[src/rtl/uart_pkg.sv]
// Shared types and constants for the buffered UART receiver.
// The PARITY state is only reachable when UART_RX_PARITY_EN is defined.
package uart_pkg;

  // Receiver deframing states
  typedef enum logic [2:0] {
    IDLE,
    START,
    DATA,
    PARITY,
    STOP,
    WAIT_IDLE
  } rx_state_t;

  localparam int OSR       = 16;  // oversample ticks per bit
  localparam int MID_TICK  = 7;   // tick index at the middle of the start bit
  localparam int DATA_BITS = 8;

  // Error flags raised at the stop-sample tick
  typedef struct packed {
    logic frame;
    logic overrun;
    logic parity;
  } rx_err_t;

endpackage

[src/rtl/uart_rx_fifo.sv]
// Show-ahead FIFO with occupancy count for the UART receiver.
// A push into a full FIFO succeeds only when a pop frees a slot in the same cycle.
module uart_rx_fifo #(
  parameter int DEPTH  = 8,
  parameter int DATA_W = 8
) (
  input  logic                     clk,
  input  logic                     rst,
  input  logic                     push,
  input  logic [DATA_W-1:0]        wr_data,
  input  logic                     pop,
  output logic [DATA_W-1:0]        rd_data,
  output logic [$clog2(DEPTH):0]   count,
  output logic                     full,
  output logic                     empty
);
  import uart_pkg::*;

  localparam int AW = $clog2(DEPTH);
  localparam int CW = AW + 1;

  logic [DATA_W-1:0] mem [DEPTH];
  logic [AW-1:0]     wr_ptr;
  logic [AW-1:0]     rd_ptr;
  logic              push_ok;
  logic              pop_ok;

  assign empty   = (count == '0);
  assign full    = (count == CW'(DEPTH));
  assign pop_ok  = pop & ~empty;
  assign push_ok = push & (~full | pop_ok);

  // Pointer and occupancy bookkeeping; pointers wrap naturally at DEPTH
  always_ff @(posedge clk or posedge rst) begin
    if (rst) begin
      wr_ptr <= '0;
      rd_ptr <= '0;
      count  <= '0;
    end else begin
      if (push_ok) wr_ptr <= wr_ptr + 1'b1;
      if (pop_ok)  rd_ptr <= rd_ptr + 1'b1;
      case ({push_ok, pop_ok})
        2'b10:   count <= count + 1'b1;
        2'b01:   count <= count - 1'b1;
        default: count <= count;
      endcase
    end
  end

  // Byte storage, not reset: contents are only visible through a valid pointer
  always_ff @(posedge clk) begin
    if (push_ok) mem[wr_ptr] <= wr_data;
  end

  // Show-ahead read; forced to zero when empty so the port is clean after reset
  assign rd_data = empty ? '0 : mem[rd_ptr];

endmodule

[src/rtl/uart_rx_buffered.sv]
// UART receiver with 16x oversampling, 8N1 deframing and a show-ahead byte FIFO.
// Define UART_RX_PARITY_EN for 8E1 framing and the parity_err output.
module uart_rx_buffered #(
  parameter int DEPTH = 8,
  parameter int OSR   = 16
) (
  input  logic                     clk,
  input  logic                     rst,
  input  logic [3:0]               tick_div,
  input  logic                     rx,
  input  logic                     rd_ready,
  output logic [7:0]               rd_data,
  output logic                     rd_valid,
  output logic [$clog2(DEPTH):0]   fifo_count,
  output logic                     frame_err,
  output logic                     overrun
`ifdef UART_RX_PARITY_EN
  ,
  output logic                     parity_err
`endif
);
  import uart_pkg::*;

  localparam logic [3:0] LAST_TICK = 4'(OSR - 1);
  localparam logic [3:0] MID_TCK   = 4'(MID_TICK);
  localparam logic [2:0] LAST_BIT  = 3'(DATA_BITS - 1);

  rx_state_t  state;
  rx_state_t  state_next;
  logic       rx_meta;
  logic       rx_s;
  logic       rx_s_d;
  logic       rx_fall;
  logic [3:0] tick_cnt;
  logic [3:0] div_m1;
  logic       tick;
  logic [3:0] os_cnt;
  logic [2:0] bit_idx;
  logic [7:0] data_sr;
  logic       sample_data;
  logic       stop_tick;
  logic       push_req;
  logic       fifo_full;
  logic       fifo_empty;

`ifdef UART_RX_PARITY_EN
  logic       sample_par;
  logic       par_bit;

  // Even parity holds when data plus parity bit carry an even number of ones
  function automatic logic even_parity_ok(input logic [7:0] d, input logic p);
    return ~(^{d, p});
  endfunction
`endif

  assign rx_fall = rx_s_d & ~rx_s;

  // Divider of 0 or 1 both give a tick every clk; >= lets a shrunken divider wrap
  assign div_m1 = (tick_div > 4'd1) ? (tick_div - 4'd1) : 4'd0;
  assign tick   = (tick_cnt >= div_m1);

  // Control registers: synchroniser, tick generator, FSM state, counters
  always_ff @(posedge clk or posedge rst) begin
    if (rst) begin
      rx_meta  <= 1'b1;
      rx_s     <= 1'b1;
      rx_s_d   <= 1'b1;
      tick_cnt <= '0;
      state    <= IDLE;
      os_cnt   <= '0;
      bit_idx  <= '0;
    end else begin
      rx_meta <= rx;
      rx_s    <= rx_meta;
      rx_s_d  <= rx_s;
      // Start edge realigns the oversample grid to the start bit
      if (state == IDLE && rx_fall) tick_cnt <= '0;
      else if (tick)                tick_cnt <= '0;
      else                          tick_cnt <= tick_cnt + 4'd1;
      state <= state_next;
      if (state_next != state) os_cnt <= '0;
      else if (tick)           os_cnt <= os_cnt + 4'd1;
      if (state != DATA)    bit_idx <= '0;
      else if (sample_data) bit_idx <= bit_idx + 3'd1;
    end
  end

  // Received bits, LSB first; not reset since a reset frame is never pushed
  always_ff @(posedge clk) begin
    if (sample_data) data_sr <= {rx_s, data_sr[7:1]};
`ifdef UART_RX_PARITY_EN
    if (sample_par)  par_bit <= rx_s;
`endif
  end

  // Next-state and sample strobes for the deframing FSM
  always_comb begin
    state_next  = state;
    sample_data = 1'b0;
    stop_tick   = 1'b0;
`ifdef UART_RX_PARITY_EN
    sample_par  = 1'b0;
`endif
    case (state)
      IDLE: begin
        if (rx_fall) state_next = START;
      end
      START: begin
        // Mid start bit: a line already back high was a glitch
        if (tick && os_cnt == MID_TCK) state_next = rx_s ? IDLE : DATA;
      end
      DATA: begin
        if (tick && os_cnt == LAST_TICK) begin
          sample_data = 1'b1;
          if (bit_idx == LAST_BIT) begin
`ifdef UART_RX_PARITY_EN
            state_next = PARITY;
`else
            state_next = STOP;
`endif
          end
        end
      end
`ifdef UART_RX_PARITY_EN
      PARITY: begin
        if (tick && os_cnt == LAST_TICK) begin
          sample_par = 1'b1;
          state_next = STOP;
        end
      end
`endif
      STOP: begin
        if (tick && os_cnt == LAST_TICK) begin
          stop_tick  = 1'b1;
          state_next = rx_s ? IDLE : WAIT_IDLE;
        end
      end
      WAIT_IDLE: begin
        // A held-low break must return high before a new start is accepted
        if (rx_s) state_next = IDLE;
      end
      default: state_next = IDLE;
    endcase
  end

  assign frame_err = stop_tick & ~rx_s;
`ifdef UART_RX_PARITY_EN
  assign parity_err = stop_tick & rx_s & ~even_parity_ok(data_sr, par_bit);
  assign push_req   = stop_tick & rx_s & even_parity_ok(data_sr, par_bit);
`else
  assign push_req   = stop_tick & rx_s;
`endif

  // Dropped only when full and the host is not freeing a slot this cycle
  assign overrun  = push_req & fifo_full & ~(rd_ready & ~fifo_empty);
  assign rd_valid = ~fifo_empty;

  uart_rx_fifo #(
    .DEPTH  (DEPTH),
    .DATA_W (8)
  ) u_fifo (
    .clk     (clk),
    .rst     (rst),
    .push    (push_req),
    .wr_data (data_sr),
    .pop     (rd_ready),
    .rd_data (rd_data),
    .count   (fifo_count),
    .full    (fifo_full),
    .empty   (fifo_empty)
  );

endmodule

[config.mk]
export PLATFORM = sky130hd
export DESIGN_NAME = uart_rx_buffered
export DESIGN_NICKNAME = d
export VERILOG_FILES = /design/src/rtl/uart_pkg.sv /design/src/rtl/uart_rx_fifo.sv /design/src/rtl/uart_rx_buffered.sv
export SDC_FILE = /design/constraint.sdc
export NUM_CORES = 1
export LEC_CHECK = 0
export CORE_MARGIN = 2
export CORE_UTILIZATION = 40
export CTS_CLUSTER_DIAMETER = 30
export DETAILED_ROUTE_END_ITERATION = 8
export GPL_TIMING_DRIVEN = 0
export HOLD_SLACK_MARGIN = 0.12
export PLACE_DENSITY = 0.62
export SLEW_MARGIN = 10
export SYNTH_ARGS = -nofsm -noshare
export SYNTH_HDL_FRONTEND = slang
export SYNTH_HIERARCHICAL = 1
export SYNTH_SLANG_ARGS = --single-unit
[constraint.sdc]
create_clock -name clk -period 12.5 [get_ports clk]
set_clock_uncertainty 0.15 [all_clocks]
set_input_delay 3.75 -clock clk [delete_from_list [all_inputs] [get_ports clk]]
set_output_delay 3.75 -clock clk [all_outputs]
set_load 0.02 [all_outputs]
-- Word level (Yosys, flattened, before mapping)
Memory sizes are Yosys's and may differ from the RTL's.
Index checks and enable logic that the tools add are counted.
- register bits after elaboration: 35
- memory bits (writable): 64
- input bits: 8
- output and inout port bits: 15
- logic and storage cells: 77
- memories: 1
- memory list (name ; depth ; bits a word ; read ports ; clocked after Yosys merged registers in ; write ports ; RTL line ; RTL):
    u_fifo.mem ; 8 ; 8 ; 1 ; 0 ; 1 ; uart_rx_fifo.sv:22 ; logic [DATA_W-1:0] mem [DEPTH];
- add/sub/neg operators: 8
- $lt $le $gt $ge: 2
- equality and inequality tests: 12
- muxes and demuxes: 23
- bitwise operators: 12
- reductions and logical operators: 8
- operators by type and width (kind ; number):
    2-to-1 mux 3 bit ; 9
    2-to-1 mux 4 bit ; 5
    case mux 3 bit (5 select lines) ; 1
    adder 4 x 1 -> 4 bit (second input constant) ; 3
    adder 3 x 1 -> 3 bit (second input constant) ; 3
    equality test 3 bit (second input constant) ; 3
    equality test 4 bit (second input constant) ; 2
    2-to-1 mux 8 bit ; 1
    case mux 4 bit (2 select lines) ; 1
    subtractor 4 x 1 -> 4 bit (second input constant) ; 2
    AND 1 bit ; 7
    nonzero test 2 bit ; 3
    2-to-1 mux 1 bit ; 5
    equality test 4 x 3 -> 1 bit (second input constant) ; 1
    greater-or-equal comparator 4 bit ; 1
    greater-than comparator 4 x 1 -> 1 bit (second input constant) ; 1
    zero test 4 bit ; 1
    NOT 1 bit ; 4
    equality test 3 x 1 -> 1 bit (second input constant) ; 1
    equality test 3 x 2 -> 1 bit (second input constant) ; 1
    logical AND 1 bit ; 3
    zero test 3 bit ; 1
    != test 3 x 2 -> 1 bit (second input constant) ; 1
    != test 3 bit ; 1
    other kinds (4) ; 4

-- Depth between registers and ports, before layout
- word-level depth: 10
- gate-level depth with buffers: 18

-- Hierarchy
The synthesis kept the hierarchy.
- by module, submodules not included (module ; times used ; cells each ; area each (µm²) ; seq. area each (µm²)):
    uart_rx_fifo ; 1 ; 173 ; 3101.7 ; 2172.1
    uart_rx_buffered ; 1 ; 128 ; 1361.3 ; 669.4

-- Worst setup path before layout
No wires, ideal clock.
- path type: input-to-output
- start point: input tick_div[0]
- end point: output overrun
- arrival: 6613 ps
- data required time: 8600 ps
- slack: 1987 ps
- cell stages on the path: 11
- path buffers: 0
- cells stage by stage: inv_1 > ha_1 > nor2_1 > nor3_1 > or2_2 > ha_1 > o211ai_2 > o21ai_4 > nand4_2 > nor4_1 > and3_1
- word-level cells in the longest chain between the ends: 9
- ends and longest elaborated chain (what ; RTL line ; RTL):
    from (decl) ; uart_rx_buffered.sv:9 ; input logic [3:0] tick_div,
    subtractor 4 x 1 -> 4 bit / greater-than comparator 4 x 1 -> 1 bit (equally long branches) ; uart_rx_buffered.sv:59 ; assign div_m1 = (tick_div > 4'd1) ? (tick_div - 4'd1) : 4'd0;
    2-to-1 mux 4 bit * ; uart_rx_buffered.sv:59 ;
    greater-or-equal comparator 4 bit * ; uart_rx_buffered.sv:60 ; assign tick = (tick_cnt >= div_m1);
    logical AND 1 bit * ; uart_rx_buffered.sv:133 ; if (tick && os_cnt == LAST_TICK) begin
    2-to-1 mux 1 bit * ; uart_rx_buffered.sv:133 ;
    2-to-1 mux 1 bit * ; uart_rx_buffered.sv:104 ; case (state)
    AND 1 bit * ; uart_rx_buffered.sv:151 ; assign push_req = stop_tick & rx_s;
    via push_req ; uart_rx_buffered.sv:42 ; logic push_req;
    AND 1 bit * (2 in a row) ; uart_rx_buffered.sv:155 ; assign overrun = push_req & fifo_full & ~(rd_ready & ~fifo_empty);
    to (decl) ; uart_rx_buffered.sv:16 ; output logic overrun
Mark *: on every way through the listed nets, which the timed path passes. The rest lies on a longest branch.

-- Worst setup path in the final report
Ends and elaborated chain as after synthesis.

==> summary.txt <==
Floorplan
  – Initial Util: 41.2%
  – Die area: 12000 um^2
  – Die Span Y: 110 um
  – Rows: 38
  – Chip width: 110 um
  – Core Box Area: 10800 um^2
  – Num ports: 23

Critical path
  – WP data required: 8600 ps
  – Worst R2R End: u_fifo/mem[6][7]$_DFFE_PP_
  – CP peak stage delay: 590 ps
  – Reg-to-reg slack, setup: 8980 ps
  – Worst setup path class: input port to output port
  – CP Max Fanout: 9
  – CP Cell Sequence: clkdlybuf4s50_1, inv_1, ha_1, nor2_1, nor3_1, or2_2, ha_1, o211ai_2, o21ai_4, nand4_2, nor4_2, buf_4, and3_1, clkdlybuf4s50_1
  – CP startpoint kind: input port
  – Crit path DAT: 7250 ps
  – Critical path's slowest cell: clkdlybuf4s50_1
  – CP Capture Type: output port
  – R2R depth: 9
  – Worst reg2reg path startpoint: tick_cnt[2]$_DFF_PP0_

Logic synthesis
  – Synth top cells by count: edfxtp_1, nor2_1, dfrtp_1
  – Synth Flop Type: edfxtp_1
  – Synth top area cells: edfxtp_1, dfrtp_1, mux4_2
  – Seq cells post-synth: 99
  – Biggest area consumer among synthesized cells: edfxtp_1
  – Yosys warns: 6
  – Synth Area in Compound Gates: 6.20%
  – Unique masters post-synth: 54
  – Ys async rst share: 27.3%
  – Register area share after synthesis: 63.7%
  – Xor/xnor share of the synthesized area: 2.35%
  – Multiplexer area fraction after synthesis: 11.4%
  – Most frequent cell after synthesis: edfxtp_1
  – Largest family of logic cells by synthesized area: multiplexers
  – Post-Synth Simple-Gate Area: 9.36%
  – Mapped Area: 4460 um^2
  – Syn Nets: 324
  – Synth Area in Adders: 4.37%
  – Post-Syn Area per Cell: 14.8 um^2
  – Number of flops mapped to enable cells by yosys: 72
  – Post-synth top area share: 48.4%
  – Post-Synthesis Cells: 301

STA
  – Period utilisation layout: 89.2%
  – Total negative slack: 0 ps
  – Worst slew pin tran: 971 ps
  – Final setup fails: 0
  – Final Critical Period: 11150 ps
  – Count of final hold-check violations: 0
  – F_max: 89.7 MHz
  – RSZ-0062 raised after global routing: false
  – Slew Limit Fails: 0
  – Slew HR: 35.1%

Finish
  – Area Growth Syn to Fin: 13.6%
  – Final Instance Area: 5070 um^2
  – Layout cells sized above 1: 18.2%
  – Inserted Diodes: 0
  – NumNets Final: 358

CTS
  – H-Tree Depth: 3
  – Setup bufs post-CTS: 0
  – Root Driver: clkbuf_8
  – CTS tree: done
  – Worst-Skew Late Latency: 360 ps
  – Clk slew on worst S/H paths: 100 ps
  – Sinks on Clock Net: 99
  – Clock Path Buffers: 2
  – CTS resizes: 0
  – CTS Hold Buffers Added: 0
  – Num CTS Buffers: 9

Global routing
  – Initial antenna violation count: 0
  – Largest net degree at the start of global routing: 19
  – First-pass GRT wire length: 12900 um
  – Number of global-route vias before repair: 2495
  – Remaining Overflow, GRT: 0
  – Total Routing Usage GR: 14.7%

Place
  – Dpl cell area: 4880 um^2
  – DP HPWL: 5230 um
  – # port buffers: 22
  – Placer congestion estimate: 0.743

Power
  – Leakage Power: 1.85 nW
  – Pwr per Cell Area: 183 nW/um^2
  – Peak supply drop: 74.1 uV

Worst hold path
  – Type of the most critical hold path: flop to flop
  – Worst Hold Launch: rx_meta$_DFF_PP1_
  – Worst hold path depth: 0
  – Hold Path End: rx_s$_DFF_PP1_

Drt
  – Final ANT Viol Nets: 0
  – Average wire per standard cell: 16.3 um
  – DRC viols: 0
  – Vias: 2435
  – Pre-antenna DRT Iters: 4
  – Post-Route WL: 7820 um
  – Detailed Route Iter0 Violations: 178
  – Via/cell ratio: 5.07

Job
  – Max-cap viol count: 0

Outcome
  – Outcome: completed
logic make-up after synthesis:
kind of cell | Yosys count
adder cells (fa/ha/maj) | 15
flip-flops | 99
AO/OA/AOI/OAI | 34
AND/OR/NAND/NOR | 85
buffers and inverters | 26
XOR/XNOR | 12
multiplexers | 30
stage by stage:
step / total power [mW] / cells / setup slack, ps / hold WS [ps] / util [%]
final: 0.929 / 480 / 1350 / 212 / 46.8
after global routing: 0.989 / 480 / 1080 / 226 / 46.8
after CTS: 0.945 / 480 / 1320 / 212 / 46.8
after detailed placement: 0.753 / 464 / 1320 / 197 / 45.0
after global placement: 0.746 / 463 / 317 / 196 / 44.8
after floorplan: 0.643 / 301 / 1990 / 195 / -
registers in the layout, indices dropped and copies added, names as in the netlist:
register and count:
bit_idx 3, data_sr 8, os_cnt 4, rx_meta 1, rx_s 1, rx_s_d 1, state 3, tick_cnt 4
u_fifo/count 4, u_fifo/mem 64, u_fifo/rd_ptr 3, u_fifo/wr_ptr 3
power breakdown:
| part | internal, mW | switching, mW |
|---|---|---|
| Combinational | 0.174 | 0.177 |
| Sequential | 0.370 | 0.0164 |
| Clock | 0.0758 | 0.115 |
| Total | 0.621 | 0.309 |
area by class of cell:
type | instances | area, um^2
Timing Repair Buffer | 23 | 228
Inverter | 15 | 56.3
Clock inverter | 7 | 65.1
Multi-Input combinational cell | 176 | 1520
Fill cell | 962 | 5770
Sequential cell | 99 | 2840
Buffer | 11 | 62.6
Tap cell | 140 | 175
Clock buffer | 9 | 124
placed cells by master (no fill, tap or decap), types with 6 or more instances in the layout:
cell | netlist | routed
mux4_2 | 16 | 16
xnor2_1 | 6 | 6
inv_1 | 15 | 15
clkdlybuf4s50_1 | 0 | 22
clkbuf_8 | 0 | 9
nand2_1 | 20 | 20
edfxtp_1 | 72 | 72
o21ai_0 | 7 | 7
nand2b_1 | 6 | 6
nor2_1 | 29 | 29
ha_1 | 14 | 14
xor2_1 | 6 | 6
mux2i_1 | 11 | 11
dfrtp_1 | 24 | 24
layer usage:
layer	up-vias	routed length, um	global-route usage (%)
met5	-	0	0
met4	0	61	3.25
met3	5	231	4.03
met2	28	4200	25.5
met1	1213	3330	18.5
li1	1189	-	-
worst max-delay path by stage:
stage                     slack [ps]      end         from
after floorplan                 1990  overrun  tick_div[0]
after global placement           320  overrun  tick_div[0]
after detailed placement        1320  overrun  tick_div[0]
after CTS                       1320  overrun  tick_div[0]
after global routing            1080  overrun  tick_div[0]
final                           1350  overrun  tick_div[0]
worst max-delay path: cells and delay by family:
kind / cells / cell delay (ps)
buffers and inverters: 4 / 1400
AO/OA/AOI/OAI: 2 / 400
adder cells (fa/ha/maj): 2 / 530
AND/OR/NAND/NOR: 6 / 1180
(Power assumes the default switching activity.)
